$ cat src/rtl/riscv_pkg.sv
// Shared RV32 load/store definitions: funct3 width codes, exception codes, LSU state encoding.
// Pure definitions, no latency or flow control.
package riscv_pkg;

   localparam logic [2:0] F3_B  = 3'b000;
   localparam logic [2:0] F3_H  = 3'b001;
   localparam logic [2:0] F3_W  = 3'b010;
   localparam logic [2:0] F3_BU = 3'b100;
   localparam logic [2:0] F3_HU = 3'b101;

   localparam logic [1:0] EXC_NONE     = 2'b00;
   localparam logic [1:0] EXC_MISALIGN = 2'b01;
   localparam logic [1:0] EXC_ILLEGAL  = 2'b10;
   localparam logic [1:0] EXC_TIMEOUT  = 2'b11;

   typedef enum logic [1:0] {
      ST_IDLE = 2'd0,
      ST_BUSY = 2'd1,
      ST_DONE = 2'd2
   } lsu_state_e;

   // Unsigned widths are load-only; stores have no use for the sign bit.
   function automatic logic width_legal(input logic we, input logic [2:0] f3);
      case (f3)
         F3_B, F3_H, F3_W: width_legal = 1'b1;
         F3_BU, F3_HU:     width_legal = ~we;
         default:          width_legal = 1'b0;
      endcase
   endfunction

   function automatic logic misaligned(input logic [2:0] f3, input logic [1:0] lo);
      case (f3)
         F3_H, F3_HU: misaligned = lo[0];
         F3_W:        misaligned = (lo != 2'b00);
         default:     misaligned = 1'b0;
      endcase
   endfunction

endpackage

$ cat src/rtl/lsu_align.sv
// Byte-lane steering: store byte enables and replicated write data, load lane select and extension.
// Purely combinational, zero latency, no flow control.
module lsu_align
   import riscv_pkg::*;
(
   input  logic [2:0]  funct3,
   input  logic [1:0]  byte_off,
   input  logic [31:0] wdata,
   input  logic [31:0] mem_rdata,
   output logic [3:0]  mem_be,
   output logic [31:0] mem_wdata,
   output logic [31:0] load_data
);

   logic [31:0] shifted;
   logic        sext;

   assign shifted = mem_rdata >> {byte_off, 3'b000};
   assign sext    = ~funct3[2];

   always_comb begin
      mem_be    = 4'b1111;
      mem_wdata = wdata;
      load_data = mem_rdata;
      case (funct3)
         F3_B, F3_BU: begin
            mem_be    = 4'b0001 << byte_off;
            mem_wdata = {4{wdata[7:0]}};
            load_data = {{24{shifted[7] & sext}}, shifted[7:0]};
         end
         F3_H, F3_HU: begin
            mem_be    = 4'b0011 << {byte_off[1], 1'b0};
            mem_wdata = {2{wdata[15:0]}};
            load_data = {{16{shifted[15] & sext}}, shifted[15:0]};
         end
         default: ;
      endcase
   end

endmodule

$ cat src/rtl/load_store_unit.sv
// RV32I load/store unit: one access at a time, done two cycles after request at best.
// Stalls the core from request until the DONE cycle; waits on mem_ready up to TIMEOUT_CYCLES.
module load_store_unit
   import riscv_pkg::*;
#(
   parameter int unsigned TIMEOUT_CYCLES = 16
) (
   input  logic        clk,
   input  logic        rst,
   input  logic        req_valid,
   input  logic        req_we,
   input  logic [2:0]  funct3,
   input  logic [31:0] addr,
   input  logic [31:0] wdata,
   output logic        stall,
   output logic [31:0] rdata,
   output logic        done,
   output logic [1:0]  exc,
   output logic        mem_req,
   output logic        mem_we,
   output logic [31:0] mem_addr,
   output logic [31:0] mem_wdata,
   output logic [3:0]  mem_be,
   input  logic        mem_ready,
   input  logic [31:0] mem_rdata
);

   localparam int CW = (TIMEOUT_CYCLES > 1) ? $clog2(TIMEOUT_CYCLES) : 1;
   localparam logic [CW-1:0] CNT_LAST = CW'(TIMEOUT_CYCLES - 1);

   lsu_state_e    state_q;
   logic          we_q;
   logic [2:0]    f3_q;
   logic [31:0]   addr_q;
   logic [31:0]   wdata_q;
   logic [CW-1:0] cnt_q;
   logic          done_q;
   logic [1:0]    exc_q;
   logic [31:0]   rdata_q;

   logic [3:0]    be;
   logic [31:0]   st_data;
   logic [31:0]   ld_data;

   lsu_align u_align (
      .funct3    (f3_q),
      .byte_off  (addr_q[1:0]),
      .wdata     (wdata_q),
      .mem_rdata (mem_rdata),
      .mem_be    (be),
      .mem_wdata (st_data),
      .load_data (ld_data)
   );

   always_ff @(posedge clk) begin
      if (rst) begin
         state_q <= ST_IDLE;
         we_q    <= 1'b0;
         f3_q    <= '0;
         addr_q  <= '0;
         wdata_q <= '0;
         cnt_q   <= '0;
         done_q  <= 1'b0;
         exc_q   <= EXC_NONE;
         rdata_q <= '0;
      end else begin
         done_q <= 1'b0;
         case (state_q)
            ST_IDLE: begin
               if (req_valid) begin
                  we_q    <= req_we;
                  f3_q    <= funct3;
                  addr_q  <= addr;
                  wdata_q <= wdata;
                  cnt_q   <= '0;
                  rdata_q <= '0;
                  if (!width_legal(req_we, funct3)) begin
                     exc_q   <= EXC_ILLEGAL;
                     done_q  <= 1'b1;
                     state_q <= ST_DONE;
                  end else if (misaligned(funct3, addr[1:0])) begin
                     exc_q   <= EXC_MISALIGN;
                     done_q  <= 1'b1;
                     state_q <= ST_DONE;
                  end else begin
                     exc_q   <= EXC_NONE;
                     state_q <= ST_BUSY;
                  end
               end
            end
            // mem_ready is tested first so it beats a timeout landing in the same cycle.
            ST_BUSY: begin
               if (mem_ready) begin
                  rdata_q <= we_q ? 32'd0 : ld_data;
                  exc_q   <= EXC_NONE;
                  done_q  <= 1'b1;
                  state_q <= ST_DONE;
               end else if (cnt_q == CNT_LAST) begin
                  rdata_q <= '0;
                  exc_q   <= EXC_TIMEOUT;
                  done_q  <= 1'b1;
                  state_q <= ST_DONE;
               end else begin
                  cnt_q <= cnt_q + CW'(1);
               end
            end
            ST_DONE: state_q <= ST_IDLE;
            default: state_q <= ST_IDLE;
         endcase
      end
   end

   assign stall     = ((state_q == ST_IDLE) && req_valid) || (state_q == ST_BUSY);
   assign done      = done_q;
   assign exc       = exc_q;
   assign rdata     = rdata_q;
   assign mem_req   = (state_q == ST_BUSY);
   assign mem_we    = mem_req & we_q;
   assign mem_be    = mem_req ? be : 4'b0000;
   assign mem_addr  = {addr_q[31:2], 2'b00};
   assign mem_wdata = st_data;

endmodule
$ cat config.mk
export PLATFORM = sky130hd
export DESIGN_NAME = load_store_unit
export DESIGN_NICKNAME = d
export VERILOG_FILES = /design/src/rtl/riscv_pkg.sv /design/src/rtl/lsu_align.sv /design/src/rtl/load_store_unit.sv
export SDC_FILE = /design/constraint.sdc
export NUM_CORES = 1
export LEC_CHECK = 0
export ABC_AREA = 1
export CORE_UTILIZATION = 30
export CTS_BUF_LIST = sky130_fd_sc_hd__clkbuf_16
export DETAILED_ROUTE_END_ITERATION = 10
export DONT_BUFFER_PORTS = 1
export GPL_ROUTABILITY_DRIVEN = 1
export PLACE_DENSITY = 0.46
export SETUP_SLACK_MARGIN = 0.3
export SYNTH_ARGS = -nofsm -noshare
export SYNTH_HDL_FRONTEND = slang
export SYNTH_SLANG_ARGS = --single-unit
$ cat constraint.sdc
create_clock -name clk -period 3.45 [get_ports clk]
set_input_delay 0.69 -clock clk [delete_from_list [all_inputs] [get_ports clk]]
set_output_delay 0.69 -clock clk [all_outputs]
set_load 0.01 [all_outputs]
==> impl_results.md, run 1 <==
- Post-Route Skew: 0.01145 ns
- Post-synth EDFFs: 0
- Fill cells: 1913
- Port bufs: 0
- Core ar.: approximately 17000 sq um
- Most used DFF post-synth: dfxtp_1
- Final Critical Period: between 2 and 3 ns
- RSZ-0062 raised after global routing: false
- R2r worst-path depth: 8
- Share of post-route cells with drive strength above 1: 8.702%
- Postcts setup bufs: 0
- Top post-synthesis cells by area: dfxtp_1 41%, nor2_1 14%, nand2_1 9.4%, o21ai_0 8.3%, a21oi_1 5.9%
- Adder-Cell Fraction of Synth Area: less than 1%
- Starting Density: between 30 and 40%
- Asr flop ratio synth: 0%
- Vias post-DR: between 4k and 5k
- # rows: 48
- Data arrival, critical path: 2.20 ns
- Post-synth top area cell: dfxtp_1
- CTS H-tree depth: 3
- Max-Cap Viols: 0
- Clk sinks: 109
- Die W: roughly 140 microns
- Clock Tree Root: clkbuf_16
- R2R Path Start: f3_q[1]
- Post-Synthesis Cells: 787
- Worst hold stages: 1
- CP Class: flop to primary output
- Cell family with most CP delay: compound AO/OA/AOI/OAI gates
- Post-synth top cells: 196 x nor2_1, 134 x nand2_1, 109 x dfxtp_1
- Global route overflow: 0
- Worst vdd ir: approximately 0.24 mV
- P&R area growth vs syn: 2.544%
- Initial antenna violation count: 0
- Worst setup margin: 0.5593 ns
- Routed Antenna Nets: 0
- Critical path startpoint: f3_q[1]
- TNS Setup: 0 ns
- Number of vias per cell: just under 5
- Count of cell types in the netlist: 31
- Final hold violations: 0
- DP HPWL: 11.17 mm
- CTS buffer count: 9
- Crit Path Max Fanout: 53
- Largest net degree at the start of global routing: 73
- Sequential area share after synthesis: 40.70%
- Count leader, synth: nor2_1
- Mean Syn Cell Area: slightly below 7 sq um
- Final net count: 824
- Leakage: 2.225 nW
- Flops & latches, synth: 109
- Yosys top cell area share: 40.70%
- CTS max path bufs: 2
- DRC: 0
- Vert. Die Dim: 135.7 microns
- Detailed Routing Iterations Pass 1: 5
- Reg2Reg Setup Slack: 1.14 ns
- Hold Path Class: primary input to flop
- Rel. slew slack: between 30% and 40%
- Cts hold-fix bufs: 0
- Post-Synth Simple-Gate Area: ~28%
- CP Capture Type: primary output
- Fmax: 345.9 MHz
- Worst setup endpoint: mem_wdata[24]
- Gr usage total: 17.15%
- Worst-path clk slew: 0.08 ns
- Gp weighted congestion: 0.8051
- Die area: between 15000 and 20000 sq um
- CP required: 2.76 ns
- Slew Viols, Final: 0
- CP Depth: 4
- Critical Path Start Type: flop
- Compound-Gate Fraction of Synth Area: 18.09%
- Num ports: 210
- CP max stage delay: 0.50 ns
- Syn. warnings: 0
- Largest family of logic cells by synthesized area: simple AND/OR/NAND/NOR gates
- Part of the cycle the worst path needs: 83.79%
- First-pass GRT wire length: ~24 mm
- Slew of the pin with the lowest slew margin: between 1 and 1.5 ns
- Worst skew pair latency: 0.37 ns
- CTS tree: built
- Post_cts resized: 0
- Post-Syn Area: 5361 sq um
- Initial drt markers: 290
- Final setup fails: 0
- Vias in the first global route: 4362
- FF-to-FF End: rdata[18]
- Xor/xnor share of the synthesized area: 0%
- Status: finished, final reports clean
- Average routed wire per standard cell: 16.54 microns
- Pwr Density: roughly 560 nW/um^2
- Mux cell area share after synthesis: 0%
- Worst-path cell chain: inv_4 -> buf_4 -> nand2_1 -> o211ai_1
- WP buf/inv: 2
- Drt total wl: 15.72 mm
- Post-Place Setup Slack: 0.8925 ns
- CP max-delay cell: o211ai_1
==> cell usage in the layout, fill, tap and decap left out, types with 8 or more instances in the layout <==
cell type	synthesis	routed
a21oi_1	63	63
a21oi_2	10	10
buf_4	42	8
clkbuf_16	0	9
dfxtp_1	109	109
inv_1	32	30
nand2_1	134	134
nand2_2	17	17
nand3_1	17	16
nor2_1	196	196
o211ai_1	8	8
o21ai_0	89	89
==> metal layers <==
metal / track usage (%) / wire [microns] / up-vias / part of all wire [%]
li1: - / - / 2343 / -
met1: 20.54 / 6737 / 2127 / 43
met2: 27.75 / 7278 / 180 / 46
met3: 6.435 / 1417 / 20 / 9.0
met4: 6.305 / 283 / 0 / 1.8
met5: 0 / 0 / - / 0
==> cells by family after synthesis <==
kind of cell / count (synthesis)
buf+inv: 123
flops: 109
other cells: 1
fa+ha+maj: 1
simple gates: 374
compound gates: 179
==> per-stage QoR <==
| step | hold WS [ns] | area [sq um] | util, % | cells | power [mW] |
|---|---|---|---|---|---|
| floorplan | 0.4359 | 5365 | - | 788 | 1.954 |
| global placement | 0.4477 | 5180 | 29.84 | 933 | 1.997 |
| detailed placement | 0.4581 | 5180 | 29.84 | 933 | 2.008 |
| CTS | 0.3656 | 5495 | 31.66 | 949 | 3.138 |
| global route | 0.3585 | 5495 | 31.66 | 949 | 3.268 |
| finish | 0.3856 | 5498 | 31.68 | 950 | 3.087 |
==> registers in the layout, summed over array words and instances, names as in the netlist <==
| register | flops |
|---|---|
| state_q | 2 |
| f3_q | 3 |
| cnt_q | 4 |
| wdata_q | 32 |
| done | 1 |
| exc | 2 |
| rdata | 32 |
| we_q | 1 |
| addr_q | 32 |
==> final cells by class <==
type / count / area, sq um / share of cell area, %
Multi-Input combinational cell: 556 / 2522 / 45.88
Sequential cell: 109 / 2182 / 39.69
Tap cell: 225 / 281.5 / 5.121
Clock buffer: 9 / 225.2 / 4.096
Inverter: 35 / 133.9 / 2.435
Clock inverter: 7 / 90.09 / 1.639
Timing Repair Buffer: 8 / 60.06 / 1.092
Antenna cell: 1 / 2.502 / 0.04552
==> report_power, final <==
group | switching, mW | internal (mW) | total (mW) | leakage (nW)
clock network | 0.536 | 0.583 | 1.12 | 0.154
logic | 0.372 | 0.149 | 0.521 | 1.17
registers | 0.0963 | 1.35 | 1.45 | 0.896
total | 1.00 | 2.08 | 3.09 | 2.22
==> worst min path at each step <==
stage / end / start / slack (ns)
after floorplan: cnt_q[2] / cnt_q[2] / 0.44
after global placement: cnt_q[2] / cnt_q[2] / 0.45
after CTS: rdata[26] / rst / 0.37
final: rdata[22] / rst / 0.39
after detailed placement: cnt_q[2] / cnt_q[2] / 0.46
after global routing: rdata[29] / rst / 0.36
No activity file was read; power rests on OpenSTA's default activity.
==> run 2: changes to the inputs <==
==> constraint.sdc (replaced) <==
create_clock -name clk -period 2.97 [get_ports clk]
set_input_delay 0.594 -clock clk [delete_from_list [all_inputs] [get_ports clk]]
set_output_delay 0.594 -clock clk [all_outputs]
set_load 0.01 [all_outputs]
==> run 2 against run 1 <==
Effect of this change:
- core utilization rose by 0.32 points
- first-iteration DRC count fell by 21%
- sequential cell count did not move
- wire length rose by 0.39%
- global-route usage rose by 0.13 points
- cell count rose by 1.1%
- critical path type unchanged
- largest cell class unchanged
==> impl_results.md, run 2 (synthesis gave the netlist of run 1 again) <==
- Status: finished, final reports clean (unchanged)
- RSZ-0062 raised after global routing: false (unchanged)
- Worst-path cell chain: inv_4 -> nand2_1 -> o21ai_0 -> a21oi_1 -> buf_4 (was inv_4 -> buf_4 -> nand2_1 -> o211ai_1)
- Initial drt markers: 228 (was 290)
- Critical path startpoint: f3_q[1] (unchanged)
- Starting Density: 30.89% (unchanged)
- R2r worst-path depth: 8 (unchanged)
- Fmax: 410.7 MHz
- Vert. Die Dim: 135.7 microns (unchanged)
- Vias in the first global route: 4472 (was 4362)
- R2R Path Start: state_q[1] (was f3_q[1])
- Final setup fails: 0 (unchanged)
- Number of vias per cell: 4.893 (was 4.916)
- Worst-path clk slew: 0.08 ns (about the same)
- Cts hold-fix bufs: 0 (unchanged)
- FF-to-FF End: exc[0] (was rdata[18])
- Drt total wl: 15.78 mm (was 15.72 mm)
- Worst setup endpoint: mem_be[2] (was mem_wdata[24])
- CP max-delay cell: nand2_1 (was o211ai_1)
- Detailed Routing Iterations Pass 1: 5 (unchanged)
- Final hold violations: 0 (unchanged)
- Pwr Density: 632.8 nW/um^2 (was 561.5 nW/um^2)
- Commonest cells after routing, fill and taps aside: 196 x nor2_1, 134 x nand2_1, 109 x dfxtp_1 (unchanged)
- Beginning of the worst hold path: rst (unchanged)
- Largest net degree at the start of global routing: 84 (was 73)
- Initial antenna violation count: 0 (unchanged)
- Critical Path Start Type: flop (unchanged)
- Vias post-DR: 4697 (was 4670)
- Max-Cap Viols: 0 (unchanged)
- Post-Place Setup Slack: 0.8244 ns (was 0.8925 ns)
- Clk pwr share: 34.4% (was 36.2%)
- Cell family with most CP delay: compound AO/OA/AOI/OAI gates (unchanged)
- CTS H-tree depth: 3 (unchanged)
- Leading cell type in the layout, fill and taps excluded: nor2_1 (unchanged)
- # rows: 48 (unchanged)
- TNS Setup: 0 ns (unchanged)
- Routed Antenna Nets: 0 (unchanged)
- Postcts setup bufs: 0 (unchanged)
- Fill cells: 1907 (was 1913)
- Port bufs: 0 (unchanged)
- Crit Path Max Fanout: 14 (was 53)
- CTS buffer count: 9 (unchanged)
- CTS tree: built (unchanged)
- CP Capture Type: primary output (unchanged)
- Slew of the pin with the lowest slew margin: 0.7728 ns (was 1.010 ns)
- Worst setup margin: 0.5350 ns (was 0.5593 ns)
- Data arrival, critical path: 1.84 ns (was 2.20 ns)
- Diode count: 0 (was 1)
- Gp weighted congestion: 0.8354 (was 0.8051)
- CTS max path bufs: 2 (unchanged)
- Global route overflow: 0 (unchanged)
- Reg2Reg Setup Slack: 1.08 ns (was 1.14 ns)
- Die W: 135.7 microns (unchanged)
- Clk sinks: 109 (unchanged)
- Gr usage total: 17.28% (was 17.15%)
- Post-Route Skew: 0.01073 ns (was 0.01145 ns)
- DRC: 0 (unchanged)
- Worst vdd ir: 0.2869 mV (was 0.2444 mV)
- Switching Share: 33.12% (was 32.52%)
- Part of the cycle the worst path needs: 81.99%
- Worst skew pair latency: 0.36 ns (was 0.37 ns)
- First-pass GRT wire length: 24.41 mm (was 24.20 mm)
- Hold Path Class: primary input to flop (unchanged)
- P_int: 2.350 mW (was 2.083 mW)
- Die area: 18410 sq um (unchanged)
- Flop pwr share: 47.9% (was 46.9%)
- Final net count: 835 (was 824)
- CP Class: flop to primary output (unchanged)
- WP buf/inv: 2 (unchanged)
- Leakage: 2.267 nW (was 2.225 nW)
- DP HPWL: 11.35 mm (was 11.17 mm)
- Share of post-route cells with drive strength above 1: 10.07% (was 8.702%)
- Clock Tree Root: clkbuf_16 (unchanged)
- Combinational Power Share: 17.7% (was 16.9%)
- Num ports: 210 (unchanged)
- CP Depth: 5 (was 4)
- Total net switching power: 1.164 mW (was 1.004 mW)
- Slew Viols, Final: 0 (unchanged)
- CP max stage delay: 0.37 ns (was 0.50 ns)
- CP required: 2.38 ns (was 2.76 ns)
- Overall Power: 3.514 mW (was 3.087 mW)
- Final Critical Period: around 2.4 ns
- P&R area growth vs syn: 3.571% (was 2.544%)
- Core ar.: 17360 sq um (unchanged)
- Average routed wire per standard cell: 16.43 microns (was 16.54 microns)
- Rel. slew slack: 48.40% (was 32.66%)
==> run 2: routing by layer <==
layer | global-route usage (%) | vias to the layer above | part of all wire [%]
met2 | 27.86 | 192 | 46
met5 | 0 | - | 0
met4 | 6.866 | 0 | 2.2
met3 | 6.023 | 26 | 9.2
met1 | 20.88 | 2116 | 43
li1 | - | 2363 | -
==> run 2: power groups by stage <==
stage / logic (mW) / clock network, mW / registers, mW
finish: 0.623 / 1.21 / 1.68
global route: 0.711 / 1.33 / 1.70
CTS: 0.632 / 1.26 / 1.69
detailed placement: 0.630 / 0 / 1.72
global placement: 0.618 / 0 / 1.72
floorplan: 0.614 / 0 / 1.66
==> run 2: worst reg2reg max path: cells and delay by family (launching register included) <==
family / cells / cell delay [ns]
AND/OR/NAND/NOR: 3 / 0.80
buffers and inverters: 2 / 0.27
flip-flops: 1 / 0.34
AO/OA/AOI/OAI: 3 / 0.36
==> run 2: worst min-delay path by stage <==
stage	to	slack, ns	cells past startpoint
3_5_place_dp	cnt_q[2]	0.45	2
5_1_grt	rdata[24]	0.27	1
2_1_floorplan	cnt_q[2]	0.44	2
4_1_cts	rdata[30]	0.28	1
3_3_place_gp	cnt_q[2]	0.45	2
6_report	rdata[24]	0.29	1
==> run 2: metrics by stage <==
stage          cells  hold slack, ns  cell area [sq um]  utilization (%)
2_1_floorplan    788          0.4359               5365                -
5_1_grt          960          0.2714               5553            31.99
3_3_place_gp     944          0.4512               5263            30.32
3_5_place_dp     944          0.4536               5263            30.32
4_1_cts          960          0.2804               5549            31.97
6_report         960          0.2928               5553            31.99
==> run 2: area by class of cell <==
type                            instances  area [sq um]  area share, %
Sequential cell                       109          2182          39.30
Tap cell                              225         281.5          5.070
Inverter                               35         137.6          2.479
Timing Repair Buffer                   19         142.6          2.569
Clock inverter                          7         61.31          1.104
Clock buffer                            9         225.2          4.056
Multi-Input combinational cell        556          2522          45.43
==> run 2: timing repair <==
action | CTS | global route
endpoints found under the hold margin | 0 | 0
gates resized for setup | 0 | 1
endpoints found under the setup margin | 0 | 3
==> run 3: changes to the inputs <==
--- a/config.mk
+++ b/config.mk
@@ -11,7 +11,7 @@
 export DETAILED_ROUTE_END_ITERATION = 10
 export DONT_BUFFER_PORTS = 1
 export GPL_ROUTABILITY_DRIVEN = 1
-export PLACE_DENSITY = 0.46
+export PLACE_DENSITY = 0.47
 export SETUP_SLACK_MARGIN = 0.3
 export SYNTH_ARGS = -nofsm -noshare
 export SYNTH_HDL_FRONTEND = slang
==> constraint.sdc (replaced) <==
create_clock -name clk -period 2.1 [get_ports clk]
set_input_delay 0.42 -clock clk [delete_from_list [all_inputs] [get_ports clk]]
set_output_delay 0.42 -clock clk [all_outputs]
set_load 0.01 [all_outputs]
==> run 3 against run 2 <==
Effect of this change:
- count of clock-buffer cells in the layout stayed put
- worst hold slack worse by 0.18 ns
- register-to-register slack worse by 0.60 ns
- sequential cell count stayed put
- critical path depth is 2 higher
- power is 53% higher
- cell count is 1.5% higher
- combinational power is 69% higher
- sequential share of layout area is 2.5 points lower
- core utilization is 2.3 points higher
==> impl_results.md, run 3 (synthesis gave the netlist of run 1 again) <==
- Status: finished, final reports clean (unchanged)
- Rel. slew slack: 65.82% (was 48.40%)
- R2r worst-path depth: 9 (was 8)
- Leading cell type in the layout, fill and taps excluded: nor2_1 (unchanged)
- Initial antenna violation count: 0 (unchanged)
- WHS: 0.1112 ns (was 0.2928 ns)
- CTS tree: built (unchanged)
- Die W: 135.7 microns (unchanged)
- Drt total wl: 15.98 mm (was 15.78 mm)
- Final Critical Period: 1.803 ns
- CTS H-tree depth: 3 (unchanged)
- Placed Area: 5353 sq um (was 5263 sq um)
- Critical Path Start Type: flop (unchanged)
- CP required: 1.68 ns (was 2.38 ns)
- Slew Viols, Final: 0 (unchanged)
- CP max stage delay: 0.37 ns (about the same)
- Average routed wire per standard cell: 16.40 microns (was 16.43 microns)
- Part of the cycle the worst path needs: 85.86%
- R2R Path Start: state_q[1] (unchanged)
- Slew of the pin with the lowest slew margin: 0.5128 ns (was 0.7728 ns)
- CP Class: flop to primary output (unchanged)
- Clock Tree Root: clkbuf_16 (unchanged)
- Clk sinks: 109 (unchanged)
- CP Capture Type: primary output (unchanged)
- Worst skew pair latency: 0.36 ns (about the same)
- Initial drt markers: 245 (was 228)
- Detailed Routing Iterations Pass 1: 4 (was 5)
- Max-Cap Viols: 0 (unchanged)
- Crit Path Max Fanout: 8 (was 14)
- Commonest cells after routing, fill and taps aside: 196 x nor2_1, 123 x nand2_1, 104 x dfxtp_1 (was 196 x nor2_1, 134 x nand2_1, 109 x dfxtp_1)
- Critical path startpoint: f3_q[1] (unchanged)
- Worst setup endpoint: mem_wdata[11] (was mem_be[2])
- Hold Path Class: primary input to flop (unchanged)
- Num ports: 210 (unchanged)
- Global route overflow: 0 (unchanged)
- Number of vias per cell: 4.899 (was 4.893)
- Final hold violations: 0 (unchanged)
- Port bufs: 0 (unchanged)
- Cts hold-fix bufs: 0 (unchanged)
- # rows: 48 (unchanged)
- Post-route cell area: 5953 sq um (was 5553 sq um)
- P&R area growth vs syn: 11.04% (was 3.571%)
- Vias post-DR: 4772 (was 4697)
- Vert. Die Dim: 135.7 microns (unchanged)
- Gp weighted congestion: 0.8449 (was 0.8354)
- First-pass GRT wire length: 25.07 mm (was 24.41 mm)
- Leakage: 2.443 nW (was 2.267 nW)
- Diode count: 0 (unchanged)
- Worst-path cell chain: clkinv_4 -> nand2_8 -> inv_8 -> buf_12 -> nand2_2 -> o21ai_2 -> buf_4 (was inv_4 -> nand2_1 -> o21ai_0 -> a21oi_1 -> buf_4)
- Worst vdd ir: 0.4689 mV (was 0.2869 mV)
- Fmax: 554.6 MHz
- Core ar.: 17360 sq um (unchanged)
- Largest net degree at the start of global routing: 62 (was 84)
- Share of post-route cells with drive strength above 1: 16.15% (was 10.07%)
- Routed Antenna Nets: 0 (unchanged)
- DP HPWL: 11.59 mm (was 11.35 mm)
- Vias in the first global route: 4594 (was 4472)
- Starting Density: 30.89% (unchanged)
- Overall Power: 5.391 mW (was 3.514 mW)
- Post-Route Skew: 0.01102 ns (was 0.01073 ns)
- Reg2Reg Setup Slack: 0.48 ns (was 1.08 ns)
- CTS buffer count: 9 (unchanged)
- Die area: 18410 sq um (unchanged)
- Final net count: 849 (was 835)
- Pwr Density: 905.6 nW/um^2 (was 632.8 nW/um^2)
- TNS Setup: 0 ns (unchanged)
- CTS max path bufs: 2 (unchanged)
- Data arrival, critical path: 1.38 ns (was 1.84 ns)
- Gr usage total: 17.64% (was 17.28%)
- CP max-delay cell: dfxtp_2 (was nand2_1)
- FF-to-FF End: exc[0] (unchanged)
- DRC: 0 (unchanged)
- Worst-path clk slew: 0.08 ns (about the same)
- RSZ-0062 raised after global routing: true (was false)
- Final setup fails: 0 (unchanged)
==> run 3: cell count changes in the layout (fill, tap and decap cells not counted), moves of 4 or more <==
cell and delta:
o21ai_2 +10, buf_12 +4, buf_4 +6, o21ai_0 -10
dfxtp_2 +4, a21oi_1 -4, nand2_4 +6, dfxtp_1 -5
nand2_2 +4, nand2_1 -11, a21oi_2 +4
==> run 3: worst min path at each step <==
stage,start,to,cells past startpoint
after floorplan,cnt_q[2],cnt_q[2],2
after global placement,cnt_q[2],cnt_q[2],2
after detailed placement,cnt_q[2],cnt_q[2],2
after CTS,rst,rdata[29],1
after global routing,rst,state_q[0],1
final,rst,rdata[29],1
==> run 3: worst max-delay path, delay by kind of cell, from the launching register on <==
| family | cells | cell delay, ns |
|---|---|---|
| compound gates | 1 | 0.06 |
| buf+inv | 4 | 0.45 |
| simple gates | 2 | 0.17 |
| flops | 1 | 0.37 |
==> run 3: power by group <==
| part | total, mW | leakage [nW] | switching (mW) | internal, mW |
|---|---|---|---|---|
| clock | 1.95 | 0.166 | 0.870 | 1.08 |
| sequential | 2.40 | 0.898 | 0.174 | 2.22 |
| combinational | 1.05 | 1.38 | 0.675 | 0.371 |
| total | 5.39 | 2.44 | 1.72 | 3.67 |
==> run 3: through the flow <==
stage	util [%]	std cells	setup WS, ns
2_1_floorplan	-	788	0.5410
3_3_place_gp	30.84	951	0.3965
3_5_place_dp	30.84	951	0.3674
4_1_cts	33.75	972	0.2795
5_1_grt	34.30	974	0.2387
6_report	34.30	974	0.2969
==> run 3: what timing repair did <==
action                                  CTS  global route
endpoints found under the setup margin   28            29
pin swaps                                 2             2
gates cloned                              1             0
gates resized for setup                  48            20
setup buffers                             4             2
endpoints found under the hold margin     0             0
==> run 3: area by class of cell <==
type | instances | area, sq um
clock buffer | 9 | 225.2
clock inverter | 7 | 118.9
fill | 1868 | 11400
inverter | 35 | 153.9
multi-input combinational | 556 | 2654
sequential | 109 | 2191
tap | 225 | 281.5
timing repair buffer | 33 | 329.1
==> run 3: routing by layer <==
metal,global-route usage (%),wire length [microns]
met3,6.584,1355
met5,0,0
met1,21.05,6779
met4,5.680,264
met2,29.02,7575
